**config.mk**
```make
export PLATFORM = sky130hd
export DESIGN_NAME = board_display_encoder_flat
export DESIGN_NICKNAME = d
export VERILOG_FILES = /design/src/rtl/board_display_encoder_pkg.sv /design/src/rtl/board_display_encoder_if.sv /design/src/rtl/board_display_encoder_bin2bcd_seq.sv /design/src/rtl/board_display_encoder.sv /design/src/flat_wrapper.sv
export SDC_FILE = /design/constraint.sdc
export NUM_CORES = 1
export LEC_CHECK = 0
export ABC_CLOCK_PERIOD_IN_PS = 8000
export CAP_MARGIN = 40
export CORE_MARGIN = 8
export CORE_UTILIZATION = 39
export CTS_CLUSTER_DIAMETER = 30
export DETAILED_ROUTE_END_ITERATION = 7
export HOLD_SLACK_MARGIN = 0.06
export PLACE_DENSITY = 0.66
export SYNTH_ARGS = -nofsm -noshare
export SYNTH_HDL_FRONTEND = slang
export SYNTH_SLANG_ARGS = --single-unit
```
**constraint.sdc**
```tcl
create_clock -name Clk -period 8 [get_ports Clk]
set_input_delay 1.6 -clock Clk [delete_from_list [all_inputs] [get_ports Clk]]
set_output_delay 1.6 -clock Clk [all_outputs]
set_load 0.02 [all_outputs]
```
**src/rtl/board_display_encoder_pkg.sv**
```systemverilog
// Shared types, sizes and tile encoding for the 2048 board display encoder.
package board_disp_pkg;

  localparam int TILES      = 16;
  localparam int TILE_W     = 12;
  localparam int SCORE_W    = 17;
  localparam int BCD_DIGITS = 6;
  localparam int CODE_W     = 4;

  localparam logic [CODE_W-1:0] TILE_CODE_EMPTY = 4'd0;
  localparam logic [CODE_W-1:0] TILE_CODE_BAD   = 4'hF;

  typedef enum logic [2:0] {
    ST_IDLE,
    ST_CAPTURE,
    ST_ENCODE,
    ST_BCD,
    ST_PRESENT
  } disp_state_t;

  // Legal tiles are 0 and 2..2048 (powers of two); anything else maps to BAD.
  function automatic logic [CODE_W-1:0] tile_to_code(input logic [TILE_W-1:0] value);
    logic [CODE_W-1:0] code;
    code = TILE_CODE_BAD;
    if (value == '0) code = TILE_CODE_EMPTY;
    for (int n = 1; n <= 11; n++) begin
      if (value == (12'd1 << n)) code = CODE_W'(n);
    end
    return code;
  endfunction

endpackage

```
**src/rtl/board_display_encoder_if.sv**
```systemverilog
// Frame handshake from the display encoder to the VGA tile renderer.
interface board_display_encoder_if;
  import board_disp_pkg::*;

  logic                         frame_valid;
  logic                         frame_ready;
  logic [TILES*CODE_W-1:0]      tile_code;
  logic [BCD_DIGITS*4-1:0]      score_bcd;
  logic [1:0]                   status;

  modport master (
    output frame_valid, tile_code, score_bcd, status,
    input  frame_ready
  );

  modport slave (
    input  frame_valid, tile_code, score_bcd, status,
    output frame_ready
  );

endinterface

```
**src/rtl/board_display_encoder_bin2bcd_seq.sv**
```systemverilog
// Sequential double-dabble: one shift per cycle, done pulses with the last shift.
module bin2bcd_seq
  import board_disp_pkg::*;
(
  input  logic                    Clk,
  input  logic                    Reset_n,
  input  logic                    start,
  input  logic [SCORE_W-1:0]      bin,
  output logic                    busy,
  output logic                    done,
  output logic [BCD_DIGITS*4-1:0] bcd
);

  logic [SCORE_W-1:0]      bin_sr;
  logic [4:0]              cnt;
  logic [BCD_DIGITS*4-1:0] adj;

  always_comb begin
    adj = bcd;
    for (int d = 0; d < BCD_DIGITS; d++) begin
      if (bcd[d*4 +: 4] >= 4'd5) adj[d*4 +: 4] = bcd[d*4 +: 4] + 4'd3;
    end
  end

  always_ff @(posedge Clk or negedge Reset_n) begin
    if (!Reset_n) begin
      bin_sr <= '0;
      bcd    <= '0;
      cnt    <= '0;
      busy   <= 1'b0;
      done   <= 1'b0;
    end else if (start) begin
      bin_sr <= bin;
      bcd    <= '0;
      cnt    <= '0;
      busy   <= 1'b1;
      done   <= 1'b0;
    end else if (busy) begin
      bcd    <= {adj[BCD_DIGITS*4-2:0], bin_sr[SCORE_W-1]};
      bin_sr <= bin_sr << 1;
      cnt    <= cnt + 5'd1;
      if (cnt == 5'(SCORE_W-1)) begin
        busy <= 1'b0;
        done <= 1'b1;
      end
    end else begin
      done <= 1'b0;
    end
  end

endmodule

```
**src/rtl/board_display_encoder.sv**
```systemverilog
// Snapshots the game board/score on change, encodes tiles and score, and
// presents the finished frame to the renderer over a valid/ready handshake.
module board_display_encoder
  import board_disp_pkg::*;
(
  input  logic                       Clk,
  input  logic                       Reset_n,
  input  logic [TILES*TILE_W-1:0]    matrix_in,
  input  logic [SCORE_W-1:0]         score_in,
  input  logic                       win_in,
  input  logic                       over_in,
  board_display_encoder_if.master    frame,
  output logic                       busy,
  output logic                       enc_error
);

  disp_state_t state, next_state;

  logic [TILES*TILE_W-1:0] shadow_matrix;
  logic [SCORE_W-1:0]      shadow_score;
  logic                    shadow_win;
  logic                    shadow_over;
  logic                    primed;
  logic [3:0]              idx;
  logic [TILES*CODE_W-1:0] work_code;
  logic [CODE_W-1:0]       cur_code;
  logic                    change;

  logic                    bcd_start;
  logic                    bcd_busy;
  logic                    bcd_done;
  logic [BCD_DIGITS*4-1:0] bcd_val;

  assign change = !primed ||
                  ({matrix_in, score_in, win_in, over_in} !=
                   {shadow_matrix, shadow_score, shadow_win, shadow_over});

  assign cur_code  = tile_to_code(shadow_matrix[int'(idx)*TILE_W +: TILE_W]);
  // Kick the converter on the last encode cycle so it loads as BCD is entered.
  assign bcd_start = (state == ST_ENCODE) && (idx == 4'd15);
  assign busy      = (state == ST_CAPTURE) || (state == ST_ENCODE) || (state == ST_BCD);

  bin2bcd_seq u_bin2bcd (
    .Clk     (Clk),
    .Reset_n (Reset_n),
    .start   (bcd_start),
    .bin     (shadow_score),
    .busy    (bcd_busy),
    .done    (bcd_done),
    .bcd     (bcd_val)
  );

  always_comb begin
    next_state = state;
    case (state)
      ST_IDLE:    if (change) next_state = ST_CAPTURE;
      ST_CAPTURE: next_state = ST_ENCODE;
      ST_ENCODE:  if (idx == 4'd15) next_state = ST_BCD;
      ST_BCD:     if (bcd_done && !bcd_busy) next_state = ST_PRESENT;
      ST_PRESENT: if (frame.frame_ready) next_state = ST_IDLE;
      default:    next_state = ST_IDLE;
    endcase
  end

  always_ff @(posedge Clk or negedge Reset_n) begin
    if (!Reset_n) begin
      state             <= ST_IDLE;
      shadow_matrix     <= '0;
      shadow_score      <= '0;
      shadow_win        <= 1'b0;
      shadow_over       <= 1'b0;
      primed            <= 1'b0;
      idx               <= '0;
      work_code         <= '0;
      enc_error         <= 1'b0;
      frame.frame_valid <= 1'b0;
      frame.tile_code   <= '0;
      frame.score_bcd   <= '0;
      frame.status      <= '0;
    end else begin
      state <= next_state;
      case (state)
        ST_CAPTURE: begin
          shadow_matrix <= matrix_in;
          shadow_score  <= score_in;
          shadow_win    <= win_in;
          shadow_over   <= over_in;
          primed        <= 1'b1;
          idx           <= '0;
        end
        ST_ENCODE: begin
          work_code[int'(idx)*CODE_W +: CODE_W] <= cur_code;
          if (cur_code == TILE_CODE_BAD) enc_error <= 1'b1;
          idx <= idx + 4'd1;
        end
        ST_BCD: begin
          // All frame outputs load together so the renderer never sees a mix.
          if (bcd_done && !bcd_busy) begin
            frame.tile_code   <= work_code;
            frame.score_bcd   <= bcd_val;
            frame.status      <= {shadow_win, shadow_over};
            frame.frame_valid <= 1'b1;
          end
        end
        ST_PRESENT: begin
          if (frame.frame_ready) frame.frame_valid <= 1'b0;
        end
        default: ;
      endcase
    end
  end

endmodule

```
**src/flat_wrapper.sv**
```systemverilog
// flat-port wrapper written by rule: the top's interface ports become plain ports
module board_display_encoder_flat import board_disp_pkg::*;
  (Clk, Reset_n, matrix_in, score_in, win_in, over_in, busy, enc_error, frame_frame_valid, frame_tile_code, frame_score_bcd, frame_status, frame_frame_ready);
  board_display_encoder_if frame_i ();
  input  logic Clk;
  input  logic Reset_n;
  input  logic [TILES*TILE_W-1:0] matrix_in;
  input  logic [SCORE_W-1:0] score_in;
  input  logic win_in;
  input  logic over_in;
  output logic busy;
  output logic enc_error;
  output wire logic [$bits(frame_i.frame_valid)-1:0] frame_frame_valid;
  output wire logic [$bits(frame_i.tile_code)-1:0] frame_tile_code;
  output wire logic [$bits(frame_i.score_bcd)-1:0] frame_score_bcd;
  output wire logic [$bits(frame_i.status)-1:0] frame_status;
  input wire logic [$bits(frame_i.frame_ready)-1:0] frame_frame_ready;
  assign frame_frame_valid = frame_i.frame_valid;
  assign frame_tile_code = frame_i.tile_code;
  assign frame_score_bcd = frame_i.score_bcd;
  assign frame_status = frame_i.status;
  assign frame_i.frame_ready = frame_frame_ready;
  board_display_encoder u_core (.Clk(Clk), .Reset_n(Reset_n), .matrix_in(matrix_in), .score_in(score_in), .win_in(win_in), .over_in(over_in), .frame(frame_i), .busy(busy), .enc_error(enc_error));
endmodule
```
==> impl_results.html <==
<table>
<tr><th>Metric</th><th>Value</th></tr>
<tr><th colspan="2">Global routing</th></tr>
<tr><td>Aggregate global-route resource usage</td><td>21.6%</td></tr>
<tr><td>Total gr overflow</td><td>0</td></tr>
<tr><td>Pin count of the biggest net entering global routing</td><td>176</td></tr>
<tr><td>Via count of the first global-routing pass</td><td>16,400</td></tr>
<tr><td>Wire length of the first global-routing pass</td><td>103 mm</td></tr>
<tr><td>Antenna violations before repair</td><td>7</td></tr>
<tr><th colspan="2">STA</th></tr>
<tr><td>Measured slew at the worst slew-check pin</td><td>1.09 ns</td></tr>
<tr><td>Final total negative setup slack</td><td>0 ns</td></tr>
<tr><td>Final Critical Period</td><td>4.37 ns</td></tr>
<tr><td>Final worst path period share</td><td>54.6%</td></tr>
<tr><td>Final count of hold timing violations</td><td>0</td></tr>
<tr><td>Total setup violations reported at the end of the flow</td><td>0</td></tr>
<tr><td>Unrepaired setup endpoints after global routing</td><td>false</td></tr>
<tr><td>Worst Skew</td><td>0.0268 ns</td></tr>
<tr><td>Max-slew headroom at the worst pin</td><td>27.4%</td></tr>
<tr><td>Fmax</td><td>229 MHz</td></tr>
<tr><td>Final Max Tran Viols</td><td>0</td></tr>
<tr><th colspan="2">Setup path</th></tr>
<tr><td>Worst-path fanout max</td><td>35</td></tr>
<tr><td>Type of element capturing the critical path</td><td>register</td></tr>
<tr><td>Critical Path Start</td><td>u_core.idx[0]</td></tr>
<tr><td>RR Startpoint</td><td>u_core.idx[0]</td></tr>
<tr><td>CP Data Arrival Time</td><td>4.86 ns</td></tr>
<tr><td>Start-to-end type of the worst setup path</td><td>register to register</td></tr>
<tr><td>Required arrival time at the worst endpoint</td><td>8.49 ns</td></tr>
<tr><td>Startpoint kind of the worst setup timing path</td><td>register</td></tr>
<tr><th colspan="2">CTS</th></tr>
<tr><td>Number of buffers on the longest clock path</td><td>3</td></tr>
<tr><td>Hold buffers post-CTS</td><td>0</td></tr>
<tr><td>Total number of H-tree levels</td><td>3</td></tr>
<tr><td>Cell chosen for the clock root</td><td>sky130_fd_sc_hd__clkbuf_16</td></tr>
<tr><td>Inserted Clock Buffers</td><td>97</td></tr>
<tr><td>Reg clk slew, reported paths</td><td>0.05 ns</td></tr>
<tr><td>Resize count post-CTS</td><td>0</td></tr>
<tr><td>TritonCTS clock tree</td><td>yes</td></tr>
<tr><td>Number of post-CTS setup repair buffers</td><td>0</td></tr>
<tr><td>Clk_lat worst skew</td><td>0.63 ns</td></tr>
<tr><td># clock sinks</td><td>423</td></tr>
<tr><th colspan="2">Logic synthesis</th></tr>
<tr><td>Cell taking the most area after synthesis</td><td>sky130_fd_sc_hd__dfrtp_1</td></tr>
<tr><td>Most area-consuming cells after synthesis</td><td>sky130_fd_sc_hd__dfrtp_1 50%, sky130_fd_sc_hd__mux2_2 16%, sky130_fd_sc_hd__xnor2_1 4.6%</td></tr>
<tr><td>Synthesized Nets</td><td>1,977</td></tr>
<tr><td>Area of the mapped netlist</td><td>21,100 um2</td></tr>
<tr><td>Synthesized instance count</td><td>1,744</td></tr>
<tr><td>Flop and latch count out of synthesis</td><td>423</td></tr>
<tr><td>Warnings from Yosys</td><td>0</td></tr>
<tr><td>Part of the Yosys area used for sequential elements</td><td>50.2%</td></tr>
<tr><td>Mean instance size in the synthesized netlist</td><td>12.1 um2</td></tr>
<tr><td>Unique masters post-synth</td><td>65</td></tr>
<tr><td>Post-synth EDFFs</td><td>0</td></tr>
<tr><td>Top FF cell, synth</td><td>sky130_fd_sc_hd__dfrtp_1</td></tr>
<tr><td>Async set-or-reset flop fraction in the synthesized netlist</td><td>100%</td></tr>
<tr><td>Area share of the leading cell type in the synthesized netlist</td><td>50.2%</td></tr>
<tr><th colspan="2">Finish</th></tr>
<tr><td>Sequential cell area in the final layout</td><td>10,600 um2</td></tr>
<tr><td>Combined area of the multi-input logic cells</td><td>10000 um2</td></tr>
<tr><td>NumNets Final</td><td>2,316</td></tr>
<tr><td>Fraction of layout cells with a size suffix above 1</td><td>24.8%</td></tr>
<tr><td>Synth-to-Final Area Change</td><td>34.8%</td></tr>
<tr><td>Total of fill cells in the finished design</td><td>4,508</td></tr>
<tr><th colspan="2">Power</th></tr>
<tr><td>Part of the total power dissipated in sequential elements</td><td>32.6%</td></tr>
<tr><td>Power per unit of standard cell area</td><td>231 nW/um2</td></tr>
<tr><td>Net switching power of the design</td><td>1.44 mW</td></tr>
<tr><td>Internal power</td><td>5.14 mW</td></tr>
<tr><td>Worst IR Drop VDD</td><td>186 uV</td></tr>
<tr><td>Share of total power consumed by net switching</td><td>21.8%</td></tr>
<tr><td>Clock power frac</td><td>63.5%</td></tr>
<tr><td>Combinational power share</td><td>3.8%</td></tr>
<tr><td>Power after layout</td><td>6.58 mW</td></tr>
<tr><td>Leakage power summed over all cells</td><td>12.8 nW</td></tr>
<tr><th colspan="2">Floorplan</th></tr>
<tr><td>Number of rows created at floorplan</td><td>85</td></tr>
<tr><td>Core outline area</td><td>53,700 um2</td></tr>
<tr><td>Starting Density</td><td>39.3%</td></tr>
<tr><td>Die boundary height</td><td>249 um</td></tr>
<tr><td>Die footprint</td><td>61,800 um2</td></tr>
<tr><td>I/O pins</td><td>307</td></tr>
<tr><td>Horiz. Die Dim</td><td>249 um</td></tr>
<tr><th colspan="2">Routing</th></tr>
<tr><td>Met3 wire len</td><td>4.61 mm</td></tr>
<tr><td>Mean number of vias per cell</td><td>5.46</td></tr>
<tr><td>Number of nets with antenna violations after detailed routing</td><td>0</td></tr>
<tr><td>Number of DRC markers in iteration 0</td><td>1,100</td></tr>
<tr><td>Average wire per standard cell</td><td>23.9 um</td></tr>
<tr><td>Max Used Layer</td><td>met5</td></tr>
<tr><td>Via Count</td><td>15,600</td></tr>
<tr><td>Total routed wirelength</td><td>68.3 mm</td></tr>
<tr><td>DRC violation count after routing</td><td>0</td></tr>
<tr><td>DRT met1 WL</td><td>28.5 mm</td></tr>
<tr><td>Wire length on met2</td><td>32.5 mm</td></tr>
<tr><td>Router iterations before antenna repair</td><td>5</td></tr>
<tr><th colspan="2">Worst hold path</th></tr>
<tr><td>Worst min-delay path class</td><td>register to register</td></tr>
<tr><td>Launch point of the worst hold path</td><td>u_core.enc_error</td></tr>
<tr><th colspan="2">Placed design</th></tr>
<tr><td>Detail Placement HPWL</td><td>50.7 mm</td></tr>
<tr><td>Gp weighted congestion</td><td>0.950</td></tr>
<tr><td>Number of port buffers</td><td>306</td></tr>
<tr><th colspan="2">Outcome</th></tr>
<tr><td>Outcome</td><td>complete, no violations</td></tr>
<tr><th colspan="2">Job</th></tr>
<tr><td>Number of maximum-capacitance violations</td><td>0</td></tr>
</table>
## layout by cell type, fill, tap and decap left out, drive strengths merged, types with 39 or more instances in the layout
master / synthesis / routed
xor2: 82 / 82
inv: 55 / 62
nand2: 137 / 137
clkdlybuf4s50: 0 / 305
xnor2: 111 / 111
mux4: 40 / 40
mux2: 296 / 296
clkbuf: 56 / 129
nand4: 39 / 39
dfrtp: 423 / 423
nor2: 58 / 58
o31ai: 49 / 49
mux2i: 52 / 52
o21ai: 73 / 73
## worst max-delay path, cell delays in order, from the launching register on
cell	delay, ns
sky130_fd_sc_hd__dfrtp_2	0.93
sky130_fd_sc_hd__buf_4	0.55
sky130_fd_sc_hd__mux4_1	0.63
sky130_fd_sc_hd__mux2i_1	0.28
sky130_fd_sc_hd__or3b_2	0.48
sky130_fd_sc_hd__a2bb2oi_1	0.28
sky130_fd_sc_hd__nand3_1	0.22
sky130_fd_sc_hd__a21oi_2	0.48
sky130_fd_sc_hd__buf_6	0.23
sky130_fd_sc_hd__o31ai_1	0.09
## per-stage QoR
step                std cells  util, %  area [um2]  setup WS, ns  hold WS [ns]
finish                   2863     53.0       28500          3.63         0.463
global route             2862     53.0       28400          3.37         0.488
CTS                      2862     53.0       28400          3.64         0.466
detailed placement       2680     46.4       24900          3.65         0.452
global placement         2676     46.3       24900          3.45         0.444
floorplan                1744        -       21100          4.82         0.430
## cells by family (layout without fill, tap and decap cells)
family | count (synthesis) | count (layout) | synth area share (%)
flops | 423 | 423 | 50.2
mux | 388 | 388 | 22.7
simple gates | 362 | 362 | 8.44
compound gates | 221 | 221 | 6.91
xor+xnor | 193 | 193 | 8.01
buf+inv | 138 | 560 | 2.66
fa+ha+maj | 19 | 19 | 1.13
other cells | 0 | 1 | 0
## layout make-up
class	count	area share (%)
clock inverters	53	2.48
well taps	696	3.06
diodes	1	0.00880
flip-flops and latches	423	37.2
clock buffers	129	9.92
multi-input cells	1183	35.1
repair buffers	323	11.5
inverters	55	0.726
## cells in the mapped netlist (4+ instances only)
master and count:
sky130_fd_sc_hd__a211oi_1 16, sky130_fd_sc_hd__a21oi_1 31, sky130_fd_sc_hd__a22o_1 5, sky130_fd_sc_hd__and2_1 4, sky130_fd_sc_hd__and3_1 9, sky130_fd_sc_hd__buf_1 12
sky130_fd_sc_hd__buf_2 12, sky130_fd_sc_hd__clkbuf_1 55, sky130_fd_sc_hd__dfrtp_1 423, sky130_fd_sc_hd__ha_1 19, sky130_fd_sc_hd__inv_1 55, sky130_fd_sc_hd__mux2_2 296
sky130_fd_sc_hd__mux2i_1 52, sky130_fd_sc_hd__mux4_1 10, sky130_fd_sc_hd__mux4_2 30, sky130_fd_sc_hd__nand2_1 137, sky130_fd_sc_hd__nand2b_1 19, sky130_fd_sc_hd__nand3_1 18
sky130_fd_sc_hd__nand4_1 39, sky130_fd_sc_hd__nor2_1 58, sky130_fd_sc_hd__nor2b_1 18, sky130_fd_sc_hd__nor3_1 8, sky130_fd_sc_hd__nor3b_1 5, sky130_fd_sc_hd__nor4_1 33
sky130_fd_sc_hd__o2111ai_1 4, sky130_fd_sc_hd__o21ai_0 73, sky130_fd_sc_hd__o22ai_1 13, sky130_fd_sc_hd__o2bb2ai_1 4, sky130_fd_sc_hd__o31ai_1 49, sky130_fd_sc_hd__xnor2_1 111
sky130_fd_sc_hd__xor2_1 82
## registers in the layout, indices dropped and copies added (netlist names), 2 cells and up
register                 cells
u_core.work_code            64
u_core.frame.score_bcd      24
u_core.frame.tile_code      64
u_core.shadow_score         17
u_core.u_bin2bcd.cnt         5
u_core.idx                   4
u_core.u_bin2bcd.bcd        24
u_core.u_bin2bcd.bin_sr     17
u_core.state                 3
u_core.frame.status          2
u_core.shadow_matrix       192
## power by group through the flow
stage | sequential, mW | combinational, mW | clock [mW]
after floorplan | 2.18 | 0.0448 | 0
after global placement | 2.18 | 0.251 | 0
after detailed placement | 2.18 | 0.253 | 0
after CTS | 2.15 | 0.255 | 4.24
after global routing | 2.14 | 0.269 | 4.35
final | 2.15 | 0.252 | 4.18
## per-layer routing
| metal | track usage (%) | vias to the layer above |
|---|---|---|
| li1 | - | 7004 |
| met1 | 27.1 | 7957 |
| met2 | 34.9 | 545 |
| met3 | 5.67 | 125 |
| met4 | 9.35 | 12 |
| met5 | 0 | - |
## path summary, 6_finish.rpt
path	depth (start not counted)	slack, ns	end
setup / recovery	9	3.63	u_core.work_code[39]
hold / removal	2	0.46	u_core.enc_error
max in group asynchronous	2	5.48	u_core.shadow_matrix[174]
min in group asynchronous	1	0.97	u_core.u_bin2bcd.bcd[11]
hold reg to reg	2	0.46	u_core.enc_error
setup reg to reg	9	3.63	u_core.work_code[39]
Power figures use the tool's default switching activity.
